File: src/rtl/prio_arb_n_if.sv
// rtl/prio_arb_n_if.sv - request/presentation bundle between hold stages and the two ALU channels
interface prio_arb_n_if #(
  parameter int NUM_PORTS = 4,
  parameter int CMD_W     = 4
);
  localparam int ID_W = $clog2(NUM_PORTS);

  logic [NUM_PORTS*CMD_W-1:0] hold_prio_req;
  logic                       alu1_rdy;
  logic                       alu2_rdy;
  logic                       prio_alu1_out_vld;
  logic                       prio_alu2_out_vld;
  logic [ID_W-1:0]            prio_alu1_out_req_id;
  logic [ID_W-1:0]            prio_alu2_out_req_id;
  logic [CMD_W-1:0]           prio_alu1_in_cmd;
  logic [CMD_W-1:0]           prio_alu2_in_cmd;
  logic [NUM_PORTS-1:0]       pend_mask;
  logic [NUM_PORTS-1:0]       overflow_err;

  modport slave (
    input  hold_prio_req, alu1_rdy, alu2_rdy,
    output prio_alu1_out_vld, prio_alu2_out_vld,
    output prio_alu1_out_req_id, prio_alu2_out_req_id,
    output prio_alu1_in_cmd, prio_alu2_in_cmd,
    output pend_mask, overflow_err
  );

  modport master (
    output hold_prio_req, alu1_rdy, alu2_rdy,
    input  prio_alu1_out_vld, prio_alu2_out_vld,
    input  prio_alu1_out_req_id, prio_alu2_out_req_id,
    input  prio_alu1_in_cmd, prio_alu2_in_cmd,
    input  pend_mask, overflow_err
  );
endinterface

File: src/rtl/prio_arb_n.sv
// rtl/prio_arb_n.sv - per-port command hold with two-channel fixed/round-robin arbiter
// Channel 0 drives ALU1 (commands 1..SPLIT), channel 1 drives ALU2 (above SPLIT).
module prio_arb_n #(
  parameter int NUM_PORTS = 4,
  parameter int CMD_W     = 4,
  parameter int SPLIT     = 3,
  parameter int RR_MODE   = 0
) (
  input logic          c_clk,
  input logic          reset,
  prio_arb_n_if.slave  bus
);
  localparam int ID_W = $clog2(NUM_PORTS);
  localparam int IW1  = ID_W + 1;
  localparam int NCH  = 2;
  localparam logic [CMD_W-1:0] SPLIT_C = CMD_W'(SPLIT);
  localparam logic [IW1-1:0]   NP_C    = IW1'(NUM_PORTS);
  localparam logic [ID_W-1:0]  LAST_ID = ID_W'(NUM_PORTS - 1);

  // per-port hold state
  logic [CMD_W-1:0]     cmd_q [NUM_PORTS];
  logic [NUM_PORTS-1:0] pend;
  logic [NUM_PORTS-1:0] reissue;
  logic [NUM_PORTS-1:0] ovf;

  // per-channel presentation stage and round-robin pointer
  logic [NCH-1:0]       vld_q;
  logic [ID_W-1:0]      id_q  [NCH];
  logic [CMD_W-1:0]     pcmd_q [NCH];
  logic [ID_W-1:0]      ptr_q [NCH];

  logic [NCH-1:0]       rdy;
  logic [NUM_PORTS-1:0] req_nz;
  logic [NUM_PORTS-1:0] presented;
  logic [NUM_PORTS-1:0] acc_port;
  logic [NUM_PORTS-1:0] elig [NCH];
  logic [NCH-1:0]       win_vld;
  logic [ID_W-1:0]      win_id [NCH];

  assign rdy = {bus.alu2_rdy, bus.alu1_rdy};

  // a nonzero slice is a request for that port
  always_comb begin
    req_nz = '0;
    for (int i = 0; i < NUM_PORTS; i++) begin
      req_nz[i] = |bus.hold_prio_req[i*CMD_W +: CMD_W];
    end
  end

  // which ports sit in a presentation stage, and which of those retire this cycle
  always_comb begin
    presented = '0;
    acc_port  = '0;
    for (int c = 0; c < NCH; c++) begin
      for (int i = 0; i < NUM_PORTS; i++) begin
        if (vld_q[c] && id_q[c] == ID_W'(i)) begin
          presented[i] = 1'b1;
          if (rdy[c]) acc_port[i] = 1'b1;
        end
      end
    end
  end

  // eligibility by command class; a presented port is never offered again, which
  // also keeps a port off both channels when an overwrite changes its class
  always_comb begin
    for (int c = 0; c < NCH; c++) elig[c] = '0;
    for (int i = 0; i < NUM_PORTS; i++) begin
      elig[0][i] = pend[i] && !presented[i] && (cmd_q[i] != '0) && (cmd_q[i] <= SPLIT_C);
      elig[1][i] = pend[i] && !presented[i] && (cmd_q[i] > SPLIT_C);
    end
  end

  // winner search starting at the pointer (or port 0 in fixed mode), wrapping modulo NUM_PORTS
  always_comb begin
    logic [IW1-1:0]  sum;
    logic [ID_W-1:0] start;
    logic [ID_W-1:0] idx;
    sum   = '0;
    start = '0;
    idx   = '0;
    for (int c = 0; c < NCH; c++) begin
      win_vld[c] = 1'b0;
      win_id[c]  = '0;
      start = (RR_MODE != 0) ? ptr_q[c] : '0;
      for (int off = 0; off < NUM_PORTS; off++) begin
        sum = {1'b0, start} + IW1'(off);
        if (sum >= NP_C) sum = sum - NP_C;
        idx = sum[ID_W-1:0];
        if (!win_vld[c] && elig[c][idx]) begin
          win_vld[c] = 1'b1;
          win_id[c]  = idx;
        end
      end
    end
  end

  // per-port command register, pending flag, overwrite tracking and sticky overflow
  always_ff @(posedge c_clk) begin
    if (!reset) begin
      for (int i = 0; i < NUM_PORTS; i++) cmd_q[i] <= '0;
      pend    <= '0;
      reissue <= '0;
      ovf     <= '0;
    end else begin
      for (int i = 0; i < NUM_PORTS; i++) begin
        if (req_nz[i]) begin
          cmd_q[i] <= bus.hold_prio_req[i*CMD_W +: CMD_W];
          pend[i]  <= 1'b1;
          if (pend[i] && !acc_port[i]) ovf[i] <= 1'b1;
          // overwrite under a stalled presentation: the new command must survive the accept
          reissue[i] <= presented[i] && !acc_port[i];
        end else if (acc_port[i]) begin
          reissue[i] <= 1'b0;
          if (!reissue[i]) begin
            pend[i]  <= 1'b0;
            cmd_q[i] <= '0;
          end
        end
      end
    end
  end

  // presentation stage: hold while stalled, otherwise load the next winner or go idle
  always_ff @(posedge c_clk) begin
    if (!reset) begin
      vld_q <= '0;
      for (int c = 0; c < NCH; c++) begin
        id_q[c]   <= '0;
        pcmd_q[c] <= '0;
        ptr_q[c]  <= '0;
      end
    end else begin
      for (int c = 0; c < NCH; c++) begin
        if (!vld_q[c] || rdy[c]) begin
          vld_q[c] <= win_vld[c];
          if (win_vld[c]) begin
            id_q[c]   <= win_id[c];
            pcmd_q[c] <= cmd_q[win_id[c]];
            ptr_q[c]  <= (win_id[c] == LAST_ID) ? '0 : win_id[c] + 1'b1;
          end else begin
            id_q[c]   <= '0;
            pcmd_q[c] <= '0;
          end
        end
      end
    end
  end

  assign bus.prio_alu1_out_vld    = vld_q[0];
  assign bus.prio_alu2_out_vld    = vld_q[1];
  assign bus.prio_alu1_out_req_id = id_q[0];
  assign bus.prio_alu2_out_req_id = id_q[1];
  assign bus.prio_alu1_in_cmd     = pcmd_q[0];
  assign bus.prio_alu2_in_cmd     = pcmd_q[1];
  assign bus.pend_mask            = pend;
  assign bus.overflow_err         = ovf;

endmodule

File: src/flat_wrapper.sv
// flat-port wrapper written by rule: the top's interface ports become plain ports
module prio_arb_n_flat 
#(
  parameter int NUM_PORTS = 4,
  parameter int CMD_W     = 4,
  parameter int SPLIT     = 3,
  parameter int RR_MODE   = 0
)
  (c_clk, reset, bus_hold_prio_req, bus_alu1_rdy, bus_alu2_rdy, bus_prio_alu1_out_vld, bus_prio_alu2_out_vld, bus_prio_alu1_out_req_id, bus_prio_alu2_out_req_id, bus_prio_alu1_in_cmd, bus_prio_alu2_in_cmd, bus_pend_mask, bus_overflow_err);
  prio_arb_n_if #(.NUM_PORTS(NUM_PORTS), .CMD_W(CMD_W)) bus_i ();
  input logic c_clk;
  input logic reset;
  input wire logic [$bits(bus_i.hold_prio_req)-1:0] bus_hold_prio_req;
  input wire logic [$bits(bus_i.alu1_rdy)-1:0] bus_alu1_rdy;
  input wire logic [$bits(bus_i.alu2_rdy)-1:0] bus_alu2_rdy;
  output wire logic [$bits(bus_i.prio_alu1_out_vld)-1:0] bus_prio_alu1_out_vld;
  output wire logic [$bits(bus_i.prio_alu2_out_vld)-1:0] bus_prio_alu2_out_vld;
  output wire logic [$bits(bus_i.prio_alu1_out_req_id)-1:0] bus_prio_alu1_out_req_id;
  output wire logic [$bits(bus_i.prio_alu2_out_req_id)-1:0] bus_prio_alu2_out_req_id;
  output wire logic [$bits(bus_i.prio_alu1_in_cmd)-1:0] bus_prio_alu1_in_cmd;
  output wire logic [$bits(bus_i.prio_alu2_in_cmd)-1:0] bus_prio_alu2_in_cmd;
  output wire logic [$bits(bus_i.pend_mask)-1:0] bus_pend_mask;
  output wire logic [$bits(bus_i.overflow_err)-1:0] bus_overflow_err;
  assign bus_i.hold_prio_req = bus_hold_prio_req;
  assign bus_i.alu1_rdy = bus_alu1_rdy;
  assign bus_i.alu2_rdy = bus_alu2_rdy;
  assign bus_prio_alu1_out_vld = bus_i.prio_alu1_out_vld;
  assign bus_prio_alu2_out_vld = bus_i.prio_alu2_out_vld;
  assign bus_prio_alu1_out_req_id = bus_i.prio_alu1_out_req_id;
  assign bus_prio_alu2_out_req_id = bus_i.prio_alu2_out_req_id;
  assign bus_prio_alu1_in_cmd = bus_i.prio_alu1_in_cmd;
  assign bus_prio_alu2_in_cmd = bus_i.prio_alu2_in_cmd;
  assign bus_pend_mask = bus_i.pend_mask;
  assign bus_overflow_err = bus_i.overflow_err;
  prio_arb_n #(.NUM_PORTS(NUM_PORTS), .CMD_W(CMD_W), .SPLIT(SPLIT), .RR_MODE(RR_MODE)) u_core (.c_clk(c_clk), .reset(reset), .bus(bus_i));
endmodule
File: config.mk
export PLATFORM = sky130hd
export DESIGN_NAME = prio_arb_n_flat
export DESIGN_NICKNAME = d
export VERILOG_FILES = /design/src/rtl/prio_arb_n_if.sv /design/src/rtl/prio_arb_n.sv /design/src/flat_wrapper.sv
export SDC_FILE = /design/constraint.sdc
export NUM_CORES = 1
export LEC_CHECK = 0
export ABC_AREA = 1
export BUFFER_PORTS_ARGS = -buffer_cell sky130_fd_sc_hd__buf_2
export CAP_MARGIN = 15
export CORE_MARGIN = 4
export CORE_UTILIZATION = 50
export DETAILED_ROUTE_END_ITERATION = 12
export GPL_TIMING_DRIVEN = 1
export PLACE_DENSITY = 0.73
export SYNTH_ARGS = -nofsm -noshare
export SYNTH_HDL_FRONTEND = slang
export SYNTH_SLANG_ARGS = --single-unit
File: constraint.sdc
create_clock -name c_clk -period 2.2 [get_ports c_clk]
set_input_delay 0.11 -clock c_clk [delete_from_list [all_inputs] [get_ports c_clk]]
set_output_delay 0.11 -clock c_clk [all_outputs]
set_load 0.01 [all_outputs]
Word-level counts from Yosys, hierarchy flattened --
Memories as Yosys holds them, arrays and structs flattened. Index checks and enable logic that the tools add are counted.
Operators by class: add/subtract/negate cells 0, $mul 0, divide/modulo/power cells 0, order comparisons 8, eq/ne operators 10, shifts and indexed selects 0, multiplexer cells 120, bitwise gates (word level) 16, reductions and logical operators 78
Operators with widths (count):
- $mux 1 | 100
- $mux 4 | 12
- $logic_and 1x1->1 | 38
- $gt 4x2->1 const B | 4
- $le 4x2->1 const B | 4
- $logic_not 1->1 | 16
- $mux 2 | 8
- $or 1x1->1 | 16
- $reduce_and 2->1 | 8
- $reduce_bool 4->1 | 4
- $reduce_or 4->1 | 4
- $eq 2x2->1 const B | 4
- $ne 2x2->1 const B | 4
- $reduce_bool 2->1 | 4
- $eq 2x1->1 const B | 2
- $logic_not 2->1 | 2
- $logic_or 1x1->1 | 2
Word-level totals: bits in registers 14, latch bits 0, bits in writable memories 28, memory bits (read-only) 0, bits of input ports 20, output and inout bits 22, logic and storage cells 249, memories kept 3
Memories:
- u_core.cmd_q | depth 4, bits a word 4, read ports 6, clocked after memory_dff 0, wr ports 4, line prio_arb_n.sv:21 | logic [CMD_W-1:0] cmd_q [NUM_PORTS];
- u_core.pcmd_q | depth 2, bits a word 4, read ports 2, clocked after memory_dff 0, wr ports 2, line prio_arb_n.sv:29 | logic [CMD_W-1:0] pcmd_q [NCH];
- u_core.id_q | depth 2, bits a word 2, read ports 2, clocked after memory_dff 0, wr ports 2, line prio_arb_n.sv:28 | logic [ID_W-1:0] id_q [NCH];

Longest topological paths before layout --
An unclocked memory read counts as a cell.
depth in word-level cells 25, depth in mapped cells 12, mapped depth without buffers 12

Least setup slack after synthesis --
OpenSTA, ideal clock, no wires.
path kind reg-to-reg, from memory u_core.id_q[0][1] (netlist name), to memory u_core.pcmd_q[0][2], data pin, library setup time 0.263 ns, data arrival time 1.426 ns, data required time 1.937 ns, setup slack 0.511 ns, stages on the path, launching flop included 11, buffers on the path 0, clock period less this slack 1.689 ns, path through edfxtp_1 inv_2 nand3_2 nand2_2 nor2_4 nand2_1 nand2_1 nor2_1 nand2_1 o21ai_2 nor3_1
RTL lines (line):
- from (decl) | prio_arb_n.sv:28
- to (decl) | prio_arb_n.sv:29

==> results.cfg <==
[place]
io_buffers = 41
gp_congestion = 0.9072
place_hpwl_mm = 4.002
pre_cts_ws_ns = 0.3391

[sta]
worst_pin_slew_ns = 0.6276
final_max_slew_viol_count = 0
fin_skew_ns = 0.004692
holdWs_ns = 0.08639
hold_viol_final = 0
max_freq_mhz = 526.5
fin_crit_ns = 1.899
rsz0062_at_grt = no
finalSetupViolCount = 0
slew_headroom = 0.5778
post-route-period-util = 0.8634
fin_setup_tns_ns = 0
worst_slack_ns = 0.3006

[worst_setup_path]
rr_worst_depth = 10
timing.rr.start = u_core.id_q[0][1]
arrival_ns = 1.93
start_kind = flip-flop
critPathMaxFanout = 6
r2r-end = u_core.id_q[0][0]
worstSetupPathType = reg2reg
required_ns = 2.24
cp-end-kind = flip-flop
reg2reg_slack_ns = 0.30

[logic_synthesis]
yosys_warnings = 0
synthCells = 299
ys_seq_area_frac = 0.4527
syn-cell-area_um2 = 2343
syn_nets = 319
syn-mean-instance-area_um2 = 7.838
ys_ff_latch = 42
ys_types = 29

[pwr]
power_leakage_nw = 1.340
seqPwrFrac = 0.484
swShare = 0.3366
p_comb_frac = 0.287
p_sw_mw = 0.6911
p_per_area_nw_per_um2 = 769.7
clkPwrFrac = 0.229
intPower_mw = 1.362
ir_drop_mv = 0.3579

[floorplan]
coreArea_um2 = 4444
num_rows = 24
dieWidth_um = 76.46
io_pins = 42
initial_utilization = 0.5273
fp.dieH_um = 76.46
dieArea_um2 = 5846

[cts]
hold_buffers = 0
cts.clk_slew.worst_paths_ns = 0.08
clk_path_buf_depth = 2
postCtsSetupBuffers = 0
cts_root_buffer = clkbuf_8
cts_tree = done
cts_resized = 0
cts_buffers = 5
cts.sinks = 42
clock_latency_ns = 0.29
htree_levels = 2

[grt]
grt_pass1_wl_mm = 8.466
overflow = 0
grt_max_degree = 20
grt_use_total = 0.1811
antenna_found_initial = 0
grt_pass1_vias = 1854

[hold_path]
hold_start = bus_hold_prio_req[5]
min_delay_worst_endpoint = u_core.cmd_q[1][1]
hold_class = in2reg
hold_depth = 3

[cells_and_area]
area_growth_pct = 13.83
utilization = 0.6002
drive_gt1_frac = 0.2384
insertedDiodeCount = 0
fin_nets = 363

[route]
via_per_inst = 5.028
routedWlPerCell_um = 12.72
drt-initial-drc-count = 140
drcViolationCount = 0
vias = 1991
first_pass_iters = 4
ant_nets = 0
drt_wl_total_mm = 5.037

[outcome]
status = completed

[job]
max_cap_viol_count = 0
==> registers in the layout, indices dropped and copies added, names as in the netlist <==
name	flops
u_core.bus.overflow_err	4
u_core.bus.pend_mask	4
u_core.cmd_q	16
u_core.id_q	4
u_core.pcmd_q	8
u_core.reissue	4
u_core.vld_q	2
==> metal layers <==
metal	vias up	track usage	routed length, um
met5	-	0	0
met4	0	0.05797	62
met3	6	0.04019	281
met2	54	0.2944	2339
met1	872	0.2392	2354
li1	1059	-	-
==> critical path, cell delays in order (launching register included) <==
cell	delay, ns
edfxtp_1	0.51
inv_2	0.14
nand3_2	0.07
nand2_2	0.11
nor2_4	0.05
nand2_1	0.13
nand2_1	0.09
nor2_1	0.14
nand2_1	0.08
o21ai_2	0.24
nor2_1	0.10
==> Yosys cell counts <==
cell       n  area [um2]
nand3_1   35       175.2
nor4_1     4       25.02
a21oi_1   13       65.06
o21ai_2    2       17.52
nor3_4     1       16.27
o211ai_1   3       22.52
o22ai_1    1       6.260
inv_1     60       225.2
edfxtp_1  22       660.6
nor2_2     3       18.77
nand4_1    3       18.77
a311oi_1   1       8.760
o21ai_4    1       16.27
or2_2      2       12.51
inv_2      3       11.26
buf_6      2       22.52
nand3_2    7       70.07
dfxtp_1   20       400.4
nand2_1   54       202.7
clkbuf_1   3       11.26
nand2_2    7       43.79
nand4_2    1       12.51
nor3_1     5       25.02
nand2_4    4       45.04
o21ai_0    7       35.03
o21ai_1    1       5.000
nor2_4     4       45.04
nor2_1    25       93.84
a31oi_1    5       31.28
==> area by class of cell <==
type / instances / area [um2]
clock buffers: 8 / 80.08
fillers: 403 / 1777
inverters: 63 / 236.5
multi-input cells: 189 / 1012
flip-flops and latches: 42 / 1061
well taps: 52 / 65.06
repair buffers: 42 / 212.7
==> power by group through the flow <==
| stage | clock (mW) | combinational, mW | sequential [mW] |
|---|---|---|---|
| after global routing | 0.521 | 0.662 | 1.01 |
| final | 0.469 | 0.590 | 0.994 |
| after CTS | 0.484 | 0.591 | 0.994 |
| after detailed placement | 0 | 0.589 | 1.01 |
| after floorplan | 0 | 0.408 | 1.03 |
| after global placement | 0 | 0.584 | 1.00 |
==> cells in the final DEF, fill, tap and decap left out, types with 3 or more instances in the layout <==
cell,count
a21oi_1,13
a31oi_1,5
buf_2,41
clkbuf_1,3
clkbuf_8,5
dfxtp_1,20
edfxtp_1,22
inv_1,60
inv_2,3
nand2_1,54
nand2_2,7
nand2_4,4
nand3_1,35
nand3_2,7
nand4_1,3
nor2_1,25
nor2_2,3
nor2_4,4
nor3_1,5
nor4_1,4
o211ai_1,3
o21ai_0,7
==> cells by family (layout without fill, tap and decap cells) <==
logic type | after synthesis | count (layout) | share of synthesized area
buf+inv | 68 | 113 | 0.1153
compound gates | 34 | 34 | 0.08863
flops | 42 | 42 | 0.4527
simple gates | 155 | 155 | 0.3433
==> metrics by stage <==
step           total power, mW  cell area [um2]  std cells
2_1_floorplan            1.434             2344        299
6_report                 2.053             2668        396
5_1_grt                  2.189             2668        396
3_3_place_gp             1.588             2587        388
4_1_cts                  2.068             2668        396
3_5_place_dp             1.601             2587        388
==> how the worst max path moves through the flow <==
stage,startpoint,to,slack [ns]
6_report,u_core.id_q[0][1],u_core.id_q[0][0],0.30
5_1_grt,u_core.id_q[0][1],u_core.pcmd_q[1][2],0.15
4_1_cts,u_core.id_q[0][1],u_core.id_q[0][0],0.33
3_5_place_dp,u_core.id_q[0][1],u_core.pcmd_q[0][2],0.34
3_3_place_gp,u_core.id_q[0][1],u_core.id_q[1][0],0.37
2_1_floorplan,u_core.id_q[0][1],u_core.pcmd_q[0][2],0.51
Note: power is estimated with default switching activity, not from simulation.
